`src/rtl/trap_unit_pipe.sv`:
```
// trap_unit_pipe: PowerPC trap-condition evaluator (tw/twi/td/tdi) behind an
// elastic pipeline of STAGES entries with speculative flush.
// The compare runs on stage-0 operands and only the result travels further.
// Optional: define TRAP_UNIT_CAUSE_EN to add the trap_cause[0:4] output.
module trap_unit_pipe #(
    parameter int RS_ID_WIDTH = 5,
    parameter int XLEN        = 32,
    parameter int STAGES      = 2
) (
    input  logic                   clk,
    input  logic                   rst,
    input  logic                   flush,
    input  logic                   input_valid,
    output logic                   input_ready,
    input  logic [RS_ID_WIDTH-1:0] rs_id_in,
    input  logic [XLEN-1:0]        op1,
    input  logic [XLEN-1:0]        op2,
    input  logic [0:4]             to,
    input  logic                   word_mode,
    output logic                   output_valid,
    input  logic                   output_ready,
    output logic [RS_ID_WIDTH-1:0] rs_id_out,
    output logic                   trap
`ifdef TRAP_UNIT_CAUSE_EN
    ,
    output logic [0:4]             trap_cause
`endif
);

    if (XLEN != 32 && XLEN != 64) begin : g_bad_xlen
        $error("trap_unit_pipe: XLEN must be 32 or 64");
    end
    if (STAGES < 1 || STAGES > 8) begin : g_bad_stages
        $error("trap_unit_pipe: STAGES must be in 1..8");
    end

    // First stage that holds a compare result instead of operands.
    localparam int T0 = (STAGES == 1) ? 0 : 1;
`ifdef TRAP_UNIT_CAUSE_EN
    localparam int RW = 5;
`else
    localparam int RW = 1;
`endif

    // Per-condition matches (cond & to); MSB-first: [0]=lt s, [1]=gt s, [2]=eq, [3]=lt u, [4]=gt u.
    // Operands are widened by one bit so signed and unsigned compares share a form.
    function automatic logic [0:4] trap_match(input logic [XLEN-1:0] a, input logic [XLEN-1:0] b,
                                              input logic [0:4] t, input logic wm);
        logic [XLEN:0] as_x, bs_x, au_x, bu_x;
        logic slt, sgt, ult, ugt, eq;
        if (XLEN == 64 && wm) begin
            as_x = {{(XLEN-31){a[31]}}, a[31:0]};
            bs_x = {{(XLEN-31){b[31]}}, b[31:0]};
            au_x = {{(XLEN-31){1'b0}}, a[31:0]};
            bu_x = {{(XLEN-31){1'b0}}, b[31:0]};
        end else begin
            as_x = {a[XLEN-1], a};
            bs_x = {b[XLEN-1], b};
            au_x = {1'b0, a};
            bu_x = {1'b0, b};
        end
        slt = $signed(as_x) < $signed(bs_x);
        sgt = $signed(as_x) > $signed(bs_x);
        ult = au_x < bu_x;
        ugt = au_x > bu_x;
        eq  = au_x == bu_x;
        return {slt & t[0], sgt & t[1], eq & t[2], ult & t[3], ugt & t[4]};
    endfunction

    logic                   v       [STAGES];
    logic [RS_ID_WIDTH-1:0] tag     [STAGES];
    logic                   src_v   [STAGES];
    logic [RS_ID_WIDTH-1:0] src_tag [STAGES];
    logic [RW-1:0]          res_q   [T0:STAGES-1];
    logic [RW-1:0]          src_res [T0:STAGES-1];
    logic [STAGES-1:0]      en;
    logic [0:4]             match;
    logic [RW-1:0]          res;

    // Stage k may advance if any stage from k to the output is empty or the
    // consumer takes the head; bubbles therefore collapse.
    always_comb begin
        logic acc;
        acc = output_ready;
        en  = '0;
        for (int k = STAGES - 1; k >= 0; k--) begin
            acc   = acc | ~v[k];
            en[k] = acc;
        end
    end

    assign input_ready = en[0] & ~flush;

    if (STAGES == 1) begin : g_cmp_in
        assign match = trap_match(op1, op2, to, word_mode);
    end else begin : g_cmp_s0
        logic [XLEN-1:0] a_q, b_q;
        logic [0:4]      to_q;
        logic            wm_q;
        // Stage-0 operand payload, captured alongside the stage-0 tag.
        always_ff @(posedge clk) begin
            if (rst) begin
                a_q  <= '0;
                b_q  <= '0;
                to_q <= '0;
                wm_q <= 1'b0;
            end else if (en[0]) begin
                a_q  <= op1;
                b_q  <= op2;
                to_q <= to;
                wm_q <= word_mode;
            end
        end
        assign match = trap_match(a_q, b_q, to_q, wm_q);
    end

`ifdef TRAP_UNIT_CAUSE_EN
    assign res = match;
`else
    assign res = |match;
`endif

    for (genvar k = 0; k < STAGES; k++) begin : g_stage
        if (k == 0) begin : g_src
            assign src_v[k]   = input_valid;
            assign src_tag[k] = rs_id_in;
        end else begin : g_src
            assign src_v[k]   = v[k-1];
            assign src_tag[k] = tag[k-1];
        end

        // Valid and tag advance on enable; flush empties the stage.
        always_ff @(posedge clk) begin
            if (rst) begin
                v[k]   <= 1'b0;
                tag[k] <= '0;
            end else if (flush) begin
                v[k]   <= 1'b0;
            end else if (en[k]) begin
                v[k]   <= src_v[k];
                tag[k] <= src_tag[k];
            end
        end

        if (k == T0) begin : g_res
            assign src_res[k] = res;
        end else if (k > T0) begin : g_res
            assign src_res[k] = res_q[k-1];
        end

        if (k >= T0) begin : g_resq
            // Compare result rides along with the valid/tag of its stage.
            always_ff @(posedge clk) begin
                if (rst) res_q[k] <= '0;
                else if (en[k]) res_q[k] <= src_res[k];
            end
        end
    end

    assign output_valid = v[STAGES-1];
    assign rs_id_out    = tag[STAGES-1];
    assign trap         = |res_q[STAGES-1];
`ifdef TRAP_UNIT_CAUSE_EN
    assign trap_cause   = res_q[STAGES-1];
`endif

endmodule

```
`config.mk`:
```
export PLATFORM = sky130hd
export DESIGN_NAME = trap_unit_pipe
export DESIGN_NICKNAME = d
export VERILOG_FILES = /design/src/rtl/trap_unit_pipe.sv
export SDC_FILE = /design/constraint.sdc
export NUM_CORES = 1
export LEC_CHECK = 0
export BUFFER_PORTS_ARGS = -buffer_cell sky130_fd_sc_hd__buf_2
export CAP_MARGIN = 20
export CORE_ASPECT_RATIO = 1.2
export CORE_MARGIN = 8
export CORE_UTILIZATION = 50
export CTS_BUF_LIST = sky130_fd_sc_hd__clkbuf_8
export DETAILED_ROUTE_END_ITERATION = 8
export PLACE_DENSITY = 0.77
export SYNTH_ARGS = -nofsm -noshare
export SYNTH_HDL_FRONTEND = slang
export SYNTH_SLANG_ARGS = --single-unit
export TNS_END_PERCENT = 20
```
`constraint.sdc`:
```
create_clock -name clk -period 2.4 [get_ports clk]
set_input_delay 0.24 -clock clk [delete_from_list [all_inputs] [get_ports clk]]
set_output_delay 0.24 -clock clk [all_outputs]
set_load 0.05 [all_outputs]
```
Word-level counts from Yosys, hierarchy flattened. Memories as Yosys holds them, arrays and structs flattened. Index checks and enable logic that the tools add are counted. Widths: inputs -> output; s select.

Bits in registers: 69. RAM bits: 13. Input bits: 80. Output and inout port bits: 8. Logic and storage cells: 52. Memories kept: 3.

Order comparisons: 4. Eq/ne operators: 1. Mux-type cells: 22. Bitwise logic cells: 18. Reductions and logical operators: 1.

Memories: tag (words 2, bits a word 5, read ports 2, clocked after memory_dff 0, write ports 2, line 71) `logic [RS_ID_WIDTH-1:0] tag [STAGES];`; v (words 2, bits a word 1, read ports 2, clocked after memory_dff 0, write ports 2, line 70) `logic v [STAGES];`; res_q (words 1, bits a word 1, read ports 1, clocked after memory_dff 0, write ports 1, line 74) `logic [RW-1:0] res_q [T0:STAGES-1];`.

Operators with widths (number): $gt 32x32->1 (2); $lt 32x32->1 (2); $eq 32x32->1 (1); $mux 1 (20); $mux 5 (2); $or 1x1->1 (9); $and 1x1->1 (6); $reduce_or 5->1 (1); $not 1->1 (3).

Logic depth before layout (Yosys ltp). Gate-level depths: netlist (run 1).

Depth in word-level cells: 8. Mapped depth: 9. Mapped depth without buffers: 9.

Worst setup path after synthesis (run 1). No wires, ideal clock.

Path kind: register to register. Start point: memory v[1]. End point: memory tag[0][0], enable pin. Setup time: 302 ps. Arrival time: 2239 ps. Required time: 2098 ps. Path slack: -141 ps. Cell stages (with the launch flop): 7. Buffers on the path: 2. Period minus slack after synthesis: 2541 ps. Cells stage by stage: edfxtp_1 -> nor2b_1 -> clkbuf_1 -> and2_1 -> buf_2 -> nor2_1 -> or2_2.

RTL lines (line): start: declaration (70); end: declaration (71).

Worst setup path after layout (run 1).
Start point: register g_cmp_s0.b_q[31]. End point: memory res_q[1], data pin.

Word-level cells in the longest chain between the ends: 4. Elaborated cells on any way between the ends: 12. Those cells by class: order compare (4); eq/ne (1); mux (1); bitwise (5); reduce/logical (1).

RTL lines: start: declaration (line 97) `logic [XLEN-1:0] a_q, b_q;`; start signal: assignment (line 109) `b_q <= op2;`; $gt 32x32->1, or another cell as far along (line 65) `ugt = au_x > bu_x;`; $and 1x1->1 (line 67) `return {slt & t[0], sgt & t[1], eq & t[2], ult & t[3], ugt & t[4]};`; $reduce_or 5->1 (*) (line 120) `assign res = |match;`; $mux 1 (no source line) (*); end: declaration (line 74).

Every way passes the cells marked *; elsewhere a longest branch is shown, timed or not.

==> qor.yml, run 1 <==
syn2layout_area_growth_pct: 20.2
p_clk_share_pct: 39.1
cts_made_buffers: 9
grt_setup_unrepaired: "false"
grt_pass1_wl_um: 14400
finalCriticalPeriod_ns: 2.28
clk_latency_ns: 0.35
status: "finished clean"
reg2reg_to: "res_q[1]"
synth_top_area_share_pct: 36.7
syn_nets: 572
grt_max_degree: 70
drc_errors: 0
clockBufferDepth: 2
drive_above_1_share_pct: 22.5
tns_ns: 0
worstPathArrival_ns: 2.36
multi_input_area_um2: 1790
grt_overflow_total: 0
fin_nets: 650
p_switching_w: 0.000740
cts_tree: "built"
drt_pre_antenna_iters: 6
fmax_mhz: 438
finalHoldViolCount: 0
yosys.cell_types.count: 32
avgSynthCellArea_um2: 8.17
cp.required_ns: 2.48
grt_usage_pct: 16.9
synth_top_area_cell: "dfxtp_1"
drtIter0Drc: 105
ir_drop_v: 0.000463
fillerInstances: 677
slew_viol_final: 0
postPlaceCellArea_um2: 4260
via_per_inst: 5.06
detailed_place_hpwl_um: 6240
r2r_cells: 9
drt-total-wl_um: 8560
wl_per_cell_um: 13.5
ys_warn_count: 0
critPathMaxFanout: 5
core-area_um2: 7270
num_vias: 3204
p_per_area_nw_per_um2: 678
ys_ff_latch: 82
cts-htree-levels: 3
cts.sink_count: 82
setup_viol: 0
internal_power_w: 0.00232
cap_violations: 0
die_area_um2: 10600
rr_startpoint: "g_cmp_s0.b_q[31]"
start_util_pct: 51.7
wirelength_met1_um: 3690
highest_layer: "met4"
path_class: "reg -> reg"
n_antenna_cell: 0
pwr-share-comb_pct: 11.6
clkTransAtPathRegs_ns: 0.08
fin_area_um2: 4520
swShare_pct: 24.1
p_leak_nw: 2.14
endpoint_kind: "flip-flop"
ant_nets: 0
die_w_um: 95.2
port_buffers: 86
holdPathEnd: "g_cmp_s0.b_q[22]"
worst-slew-pin-transition_ns: 0.623
met3_length_um: 384
hold-path-cell-count: 3
hold_ws_ns: 0.116
p_total_w: 0.00306
max-slew-margin-rel_pct: 58.4
hp-start: "op2[22]"
gp_congestion: 0.765
start_kind: "flip-flop"
seqPwrFrac_pct: 49.3
fin_skew_ns: 0.00870
syn-cell-area_um2: 3760
seq_area_frac_synth_pct: 47.1
fin_crit_sh_pct: 95.1
synth_area_leaders: "dfxtp_1, nand2_1, a21oi_1, ha_1, edfxtp_1"
met2WireLength_um: 4350
antenna_found_initial: 0
seqCellArea_um2: 1770
syn-instance-count: 460
rrSetupSlack_ns: 0.12
die_y_um: 111
ios: 88
rows: 34
first_global_vias: 3279
cts_setup_buffers: 0
root_buffer: "clkbuf_8"
hold_class: "in -> reg"
cell type report:
type | instances | area share [%]
tap | 90 | 2.49
inverter | 33 | 2.74
clock inverter | 7 | 2.58
timing repair buffer | 91 | 10.6
multi-input combinational | 321 | 39.6
clock buffer | 9 | 2.74
sequential | 82 | 39.2
cells by family (layout without fill, tap and decap cells):
group           count (synthesis)  in the layout  share of synthesized area, %
buf+inv                        57            140                          5.89
flops                          82             82                          47.1
compound gates                 98             98                          14.7
simple gates                  191            191                          21.6
fa+ha+maj                      32             32                          10.6
placed cells by master, fill, tap and decap left out, types with 2 or more instances in the layout:
cell type / synthesis / final
bufinv_16: 0 / 3
clkinv_2: 0 / 2
nand4_1: 7 / 7
nor2_1: 6 / 4
and2_1: 13 / 12
a211oi_1: 2 / 2
nand2_1: 144 / 143
or2_2: 2 / 2
a21oi_1: 80 / 80
ha_1: 32 / 32
nor2_2: 0 / 2
inv_1: 33 / 33
buf_2: 6 / 86
nor2b_1: 2 / 2
a21o_1: 5 / 5
buf_4: 0 / 4
nor3_2: 0 / 2
nand3_1: 8 / 8
dfxtp_1: 69 / 69
nor3_1: 5 / 3
clkbuf_8: 0 / 9
o211ai_1: 2 / 2
edfxtp_1: 13 / 13
power by group through the flow:
| stage | Sequential [W] | Combinational, W | Clock (W) |
|---|---|---|---|
| floorplan | 0.00156 | 0.000198 | 0 |
| global placement | 0.00154 | 0.000336 | 0 |
| detailed placement | 0.00154 | 0.000349 | 0 |
| CTS | 0.00151 | 0.000352 | 0.00122 |
| global route | 0.00152 | 0.000402 | 0.00128 |
| finish | 0.00151 | 0.000354 | 0.00120 |
routing by layer:
metal	global-route usage, %	up-vias
li1	-	1680
met1	19.9	1452
met2	28.4	60
met3	3.66	12
met4	6.68	0
met5	0	-
Yosys cell counts (all sizes together):
cell / count
nand2: 144
o211ai: 2
nand4: 7
inv: 33
nor2: 6
and2: 13
nor3: 5
clkbuf: 13
o21bai: 1
edfxtp: 13
a211oi: 2
and4: 1
or2: 3
a21o: 6
dfxtp: 69
o21ai: 1
or4b: 1
a21boi: 1
a21oi: 81
o41a: 1
ha: 32
a32oi: 1
nor2b: 2
buf: 11
o221a: 1
nand2b: 1
o32ai: 1
nand3: 8
through the flow:
stage	std cells	utilization, %	setup slack [ns]
2_1_floorplan	460	-	0.128
4_1_cts	633	61.9	0.0627
5_1_grt	633	62.1	0.0234
6_report	633	62.1	0.118
3_3_place_gp	617	58.6	0.120
3_5_place_dp	617	58.6	0.0723
sequential cells by signal (all words and copies together), names as in the netlist:
signal	flops
g_cmp_s0.a_q	32
g_cmp_s0.b_q	32
g_cmp_s0.to_q	5
res_q	1
tag	10
v	2
worst max path at each step:
| stage | from | to | slack [ns] | depth (start not counted) |
|---|---|---|---|---|
| 3_3_place_gp | g_cmp_s0.b_q[14] | res_q[1] | 0.12 | 9 |
| 3_5_place_dp | g_cmp_s0.b_q[31] | res_q[1] | 0.07 | 9 |
| 5_1_grt | g_cmp_s0.b_q[31] | res_q[1] | 0.02 | 9 |
| 2_1_floorplan | v[1] | tag[0][0] | 0.13 | 6 |
| 4_1_cts | g_cmp_s0.b_q[31] | res_q[1] | 0.06 | 9 |
| 6_report | g_cmp_s0.b_q[31] | res_q[1] | 0.12 | 9 |
what timing repair did:
action | in CTS | in global routing
gates resized for setup | 0 | 4
hold buffers | 0 | 0
setup endpoints to repair | 0 | 1
worst max-delay path: stages, from the launching register on:
cell and delay (ns):
dfxtp_1 0.34, inv_1 0.05, ha_1 0.34, nand4_1 0.14, or2_4 0.16, a21oi_2 0.04
or4b_4 0.53, nor2_2 0.14, o221a_2 0.21, o32ai_2 0.06
No activity file was read; power rests on OpenSTA's default activity.
==> run 2: changes to the inputs <==
==> constraint.sdc (replaced) <==
create_clock -name clk -period 2.1 [get_ports clk]
set_input_delay 0.21 -clock clk [delete_from_list [all_inputs] [get_ports clk]]
set_output_delay 0.21 -clock clk [all_outputs]
set_load 0.1 [all_outputs]
==> qor.yml, run 2 (synthesis gave the netlist of run 1 again) <==
status: "complete, but fails checks"
violations: "setup timing"
ant_nets: 0  # unchanged
fin_nets: 658  # +1.2%
hold_class: "in -> reg"
setup_viol: 1  # +1
core-area_um2: 7270  # unchanged
reg_top3: "g_cmp_s0.a_q x32, g_cmp_s0.b_q x32, tag x10"
final_common_cell: "nand2_1"
drive_above_1_share_pct: 33.8  # +11 points
die_area_um2: 10600  # unchanged
endpoint_kind: "flip-flop"
dp_cells: 621  # +0.65%
cpPeakStageDelay_ns: 0.34  # -0.19 ns
fillerInstances: 605  # -11%
n_antenna_cell: 0  # unchanged
gp_congestion: 0.807  # +5.5%
rr_startpoint: "g_cmp_s0.b_q[30]"
start_util_pct: 51.7  # unchanged
fin_skew_ns: 0.00859  # -0.000105 ns
die_w_um: 95.2  # unchanged
via_per_inst: 5.15  # +1.7%
p_per_area_nw_per_um2: 739  # +9.0%
stdcell_count: 641  # +1.3%
ios: 88  # unchanged
cts-htree-levels: 3  # unchanged
clkTransAtPathRegs_ns: 0.08  # about the same
critPathMaxFanout: 4  # -1
hold_buffers: 0  # unchanged
max-slew-margin-rel_pct: 63.2  # +4.8 points
grt_overflow_total: 0  # unchanged
worst-slew-pin-transition_ns: 0.551  # -0.0714 ns
cts.sink_count: 82  # unchanged
finalHoldViolCount: 0  # unchanged
postPlaceCellArea_um2: 4290  # +0.62%
mostFrequentLayoutCells: "nand2_1, buf_2, a21oi_1"
hold-path-cell-count: 3  # unchanged
num_vias: 3301  # +3.0%
slew_viol_final: 0  # unchanged
rrSetupSlack_ns: -0.16  # -0.28 ns
grt_usage_pct: 17.6  # +0.68 points
cp-startpoint: "g_cmp_s0.b_q[30]"
antenna_found_initial: 0  # unchanged
rows: 34  # unchanged
cp.required_ns: 2.18  # -0.30 ns
grt_max_degree: 54  # -23%
grt_setup_unrepaired: "true"
p_leak_nw: 2.20  # +3.0%
ir_drop_v: 0.000382  # -18%
start_kind: "flip-flop"
grt_pass1_wl_um: 15100  # +4.7%
path_cells: "inv_2 -> ha_4 -> nand4_1 -> or2_4 -> a211oi_1 -> or4b_4 -> o21ai_2 -> a32oi_1 -> o32ai_2"
fmax_mhz: 443  # +0.99%
cts_tree: "built"
holdPathEnd: "g_cmp_s0.a_q[14]"
finalCriticalPeriod_ns: 2.26  # -0.0223 ns
drtIter0Drc: 192  # +83%
first_global_vias: 3427  # +4.5%
cap_violations: 0  # unchanged
r2r_cells: 9  # unchanged
drt_pre_antenna_iters: 4  # -2
worst_slack_ns: -0.160  # -0.278 ns
syn2layout_area_growth_pct: 29.8
worstPathArrival_ns: 2.34  # -0.02 ns
wl_per_cell_um: 14.6  # +7.8%
cp_slowest_cell: "dfxtp_2"
reg2reg_to: "res_q[1]"
die_y_um: 111  # unchanged
fin_area_um2: 4880  # +8.0%
hp-start: "op1[14]"
clockBufferDepth: 2  # unchanged
path_class: "reg -> reg"
root_buffer: "clkbuf_8"
detailed_place_hpwl_um: 6420  # +2.9%
drc_errors: 0  # unchanged
cts_made_buffers: 9  # unchanged
fin_crit_sh_pct: 108  # +13 points
port_buffers: 86  # unchanged
clk_latency_ns: 0.35  # about the same
drt-total-wl_um: 9340  # +9.1%
## run 2: cell types whose count changed in the layout (fill, tap and decap cells not counted), sizes merged
cell,previous run,this run
buf,91,99
clkinv,2,1
inv,34,35
## run 2: timing repair
action	in CTS	in global routing
endpoints found under the setup margin	1	1
setup buffers	3	1
resized for setup	51	15
hold endpoints to repair	0	0
pin swaps	18	11
## run 2: per-stage QoR
stage	setup TNS, ns	utilization, %	hold WS, ns	total power, W	setup slack, ns
finish	-0.160	67.1	0.0842	0.00361	-0.160
floorplan	-2.17	-	0.350	0.00205	-0.411
detailed placement	-0.193	58.9	0.446	0.00221	-0.193
global route	-0.212	67.1	0.0714	0.00376	-0.212
CTS	-0.0718	66.1	0.0685	0.00360	-0.0718
global placement	-0.158	58.9	0.442	0.00219	-0.158
## run 2: how the worst max path moves through the flow
stage                      endpoint  slack, ns  cells past startpoint
after CTS                  res_q[1]      -0.07                      9
after floorplan           tag[0][0]      -0.41                      6
final                      res_q[1]      -0.16                      9
after global placement     res_q[1]      -0.16                      9
after detailed placement   res_q[1]      -0.19                      9
after global routing       res_q[1]      -0.21                      9
## run 2: layout make-up
cell class	count	area (µm²)	share of cell area (%)
multi-input cells	321	2080	42.6
flip-flops and latches	82	1800	36.9
repair buffers	99	528	10.8
clock buffers	9	124	2.54
inverters	33	124	2.54
well taps	90	113	2.31
clock inverters	7	110	2.26
## run 2: per-layer routing
metal	GRT usage [%]	wire length, µm	vias to the layer above
li1	-	-	1692
met1	19.5	3880	1521
met2	31.0	4890	74
met3	4.67	420	14
met4	5.43	146	0
met5	0	0	-
## run 2: power by group
| group | switching, W | internal (W) |
|---|---|---|
| clock | 0.000558 | 0.000779 |
| combinational | 0.000294 | 0.000231 |
| sequential | 0.0000559 | 0.00169 |
## run 2: worst max-delay path, delay by kind of cell (launching register included)
family	cells	cell delay, ns
compound gates	4	0.70
fa+ha+maj	1	0.27
buf+inv	1	0.04
flops	1	0.34
simple gates	3	0.65
==> run 3: changes to the inputs <==
--- a/config.mk
+++ b/config.mk
@@ -13,6 +13,7 @@
 export CTS_BUF_LIST = sky130_fd_sc_hd__clkbuf_8
 export DETAILED_ROUTE_END_ITERATION = 8
 export PLACE_DENSITY = 0.77
+export RECOVER_POWER = 100
 export SYNTH_ARGS = -nofsm -noshare
 export SYNTH_HDL_FRONTEND = slang
 export SYNTH_SLANG_ARGS = --single-unit
==> qor.yml, run 3 (synthesis gave the netlist of run 1 again) <==
status: "complete, but fails checks"
violations: "setup timing"
clk_latency_ns: 0.35  # about the same
port_buffers: 86  # unchanged
antenna_found_initial: 0  # unchanged
worstPathArrival_ns: 2.34  # about the same
cpPeakStageDelay_ns: 0.34  # about the same
grt_setup_unrepaired: "true"
die_w_um: 95.2  # unchanged
finalCriticalPeriod_ns: 2.26  # +0.000360 ns
mostFrequentLayoutCells: "nand2_1, buf_2, a21oi_1"
start_util_pct: 51.7  # unchanged
die_area_um2: 10600  # unchanged
grt_max_degree: 54  # unchanged
path_class: "reg -> reg"
start_kind: "flip-flop"
fmax_mhz: 442  # about the same
ir_drop_v: 0.000382  # about the same
p_leak_nw: 2.18  # -1.3%
tns_ns: -0.160  # -0.000360 ns
p_switching_w: 0.000909  # +0.13%
ant_nets: 0  # unchanged
drt_pre_antenna_iters: 4  # unchanged
reg_top3: "g_cmp_s0.a_q x32, g_cmp_s0.b_q x32, tag x10"
num_vias: 3311  # +0.30%
clockBufferDepth: 2  # unchanged
first_global_vias: 3427  # unchanged
die_y_um: 111  # unchanged
pwr-share-comb_pct: 14.5  # about the same
via_per_inst: 5.17  # +0.30%
ios: 88  # unchanged
endpoint_kind: "flip-flop"
internal_power_w: 0.00270  # -0.11%
cts_tree: "built"
p_total_w: 0.00361  # about the same
fin_crit_sh_pct: 108  # about the same
grt_pass1_wl_um: 15100  # unchanged
fin_skew_ns: 0.00857  # -0.0000248 ns
setup_viol: 1  # unchanged
p_clk_share_pct: 37.1  # about the same
clkTransAtPathRegs_ns: 0.08  # about the same
p_per_area_nw_per_um2: 741  # +0.24%
cp.required_ns: 2.18  # about the same
drc_errors: 0  # unchanged
syn2layout_area_growth_pct: 29.4
root_buffer: "clkbuf_8"
drtIter0Drc: 172  # -10%
cp_slowest_cell: "dfxtp_2"
swShare_pct: 25.2  # +0.044 points
rows: 34  # unchanged
critPathMaxFanout: 4  # unchanged
gp_congestion: 0.807  # unchanged
final_common_cell: "nand2_1"
slew_viol_final: 0  # unchanged
grt_overflow_total: 0  # unchanged
drive_above_1_share_pct: 32.3  # -1.5 points
dp_cells: 621  # unchanged
worst-slew-pin-transition_ns: 1.21  # +0.655 ns
hold_class: "in -> reg"
fin_nets: 658  # unchanged
cap_violations: 0  # unchanged
finalHoldViolCount: 0  # unchanged
path_cells: "inv_2 -> ha_4 -> nand4_1 -> or2_4 -> a211oi_1 -> or4b_4 -> o21ai_2 -> a32oi_1 -> o32ai_2"
cts.sink_count: 82  # unchanged
detailed_place_hpwl_um: 6420  # unchanged
worst_slack_ns: -0.160  # -0.000360 ns
stdcell_count: 641  # unchanged
cts_made_buffers: 9  # unchanged
drt-total-wl_um: 9350  # about the same
cts-htree-levels: 3  # unchanged
seqPwrFrac_pct: 48.4  # about the same
wl_per_cell_um: 14.6  # about the same
max-slew-margin-rel_pct: 19.9  # -43 points
core-area_um2: 7270  # unchanged
n_antenna_cell: 0  # unchanged
grt_usage_pct: 17.6  # unchanged
[run 3: cell count changes in the layout (fill, tap and decap cells not counted), sizes merged]
cell / previous run / this run
clkbuf: 9 / 17
buf: 99 / 91
[run 3: routing by layer]
metal  vias to the layer above  track usage [%]  part of all wire, %
met5                         -                0                    0
met4                         0             5.43                  1.6
met3                        14             4.67                  4.5
met2                        82             31.0                   52
met1                      1522             19.5                   42
li1                       1693                -                    -
[run 3: power groups by stage]
stage                     clock network [W]  registers [W]  logic [W]
after floorplan                           0        0.00182   0.000231
after global placement                    0        0.00176   0.000431
after detailed placement                  0        0.00177   0.000445
after CTS                           0.00136        0.00174   0.000500
after global routing                0.00143        0.00175   0.000579
final                               0.00134        0.00175   0.000522
[run 3: layout make-up]
class	count	area [µm²]
Timing Repair Buffer	99	517
Inverter	33	124
Clock inverter	7	110
Sequential cell	82	1800
Tap cell	90	113
Fill cell	607	2410
Clock buffer	9	124
Multi-Input combinational cell	321	2080
[run 3: worst max-delay path, delay by kind of cell (launching register included)]
family,cells,cell delay (ns)
adder cells (fa/ha/maj),1,0.27
AND/OR/NAND/NOR,3,0.65
buffers and inverters,1,0.04
flip-flops,1,0.34
AO/OA/AOI/OAI,4,0.70
[run 3: path summary, 6_finish.rpt]
| kind | depth (start not counted) | startpoint | end | slack, ns |
|---|---|---|---|---|
| worst min register to register | 2 | g_cmp_s0.b_q[17] | g_cmp_s0.b_q[17] | 0.45 |
| worst max register to register | 9 | g_cmp_s0.b_q[30] | res_q[1] | -0.16 |
| worst max-delay path | 9 | g_cmp_s0.b_q[30] | res_q[1] | -0.16 |
| worst min-delay path | 3 | op1[14] | g_cmp_s0.a_q[14] | 0.08 |
[run 3: repair_timing]
item | CTS | global route
endpoints found under the setup margin | 1 | 1
pin swaps | 18 | 11
resized for setup | 51 | 15
hold buffers | 0 | 0
setup buffers | 3 | 1
[run 3: metrics by stage]
| step | setup WS [ns] | hold WS, ns | instance area [µm²] | utilization (%) |
|---|---|---|---|---|
| after global routing | -0.212 | 0.0714 | 4870 | 66.9 |
| after detailed placement | -0.193 | 0.446 | 4290 | 58.9 |
| after floorplan | -0.411 | 0.350 | 3780 | - |
| after CTS | -0.0718 | 0.0685 | 4810 | 66.1 |
| final | -0.160 | 0.0837 | 4870 | 66.9 |
| after global placement | -0.158 | 0.442 | 4290 | 58.9 |
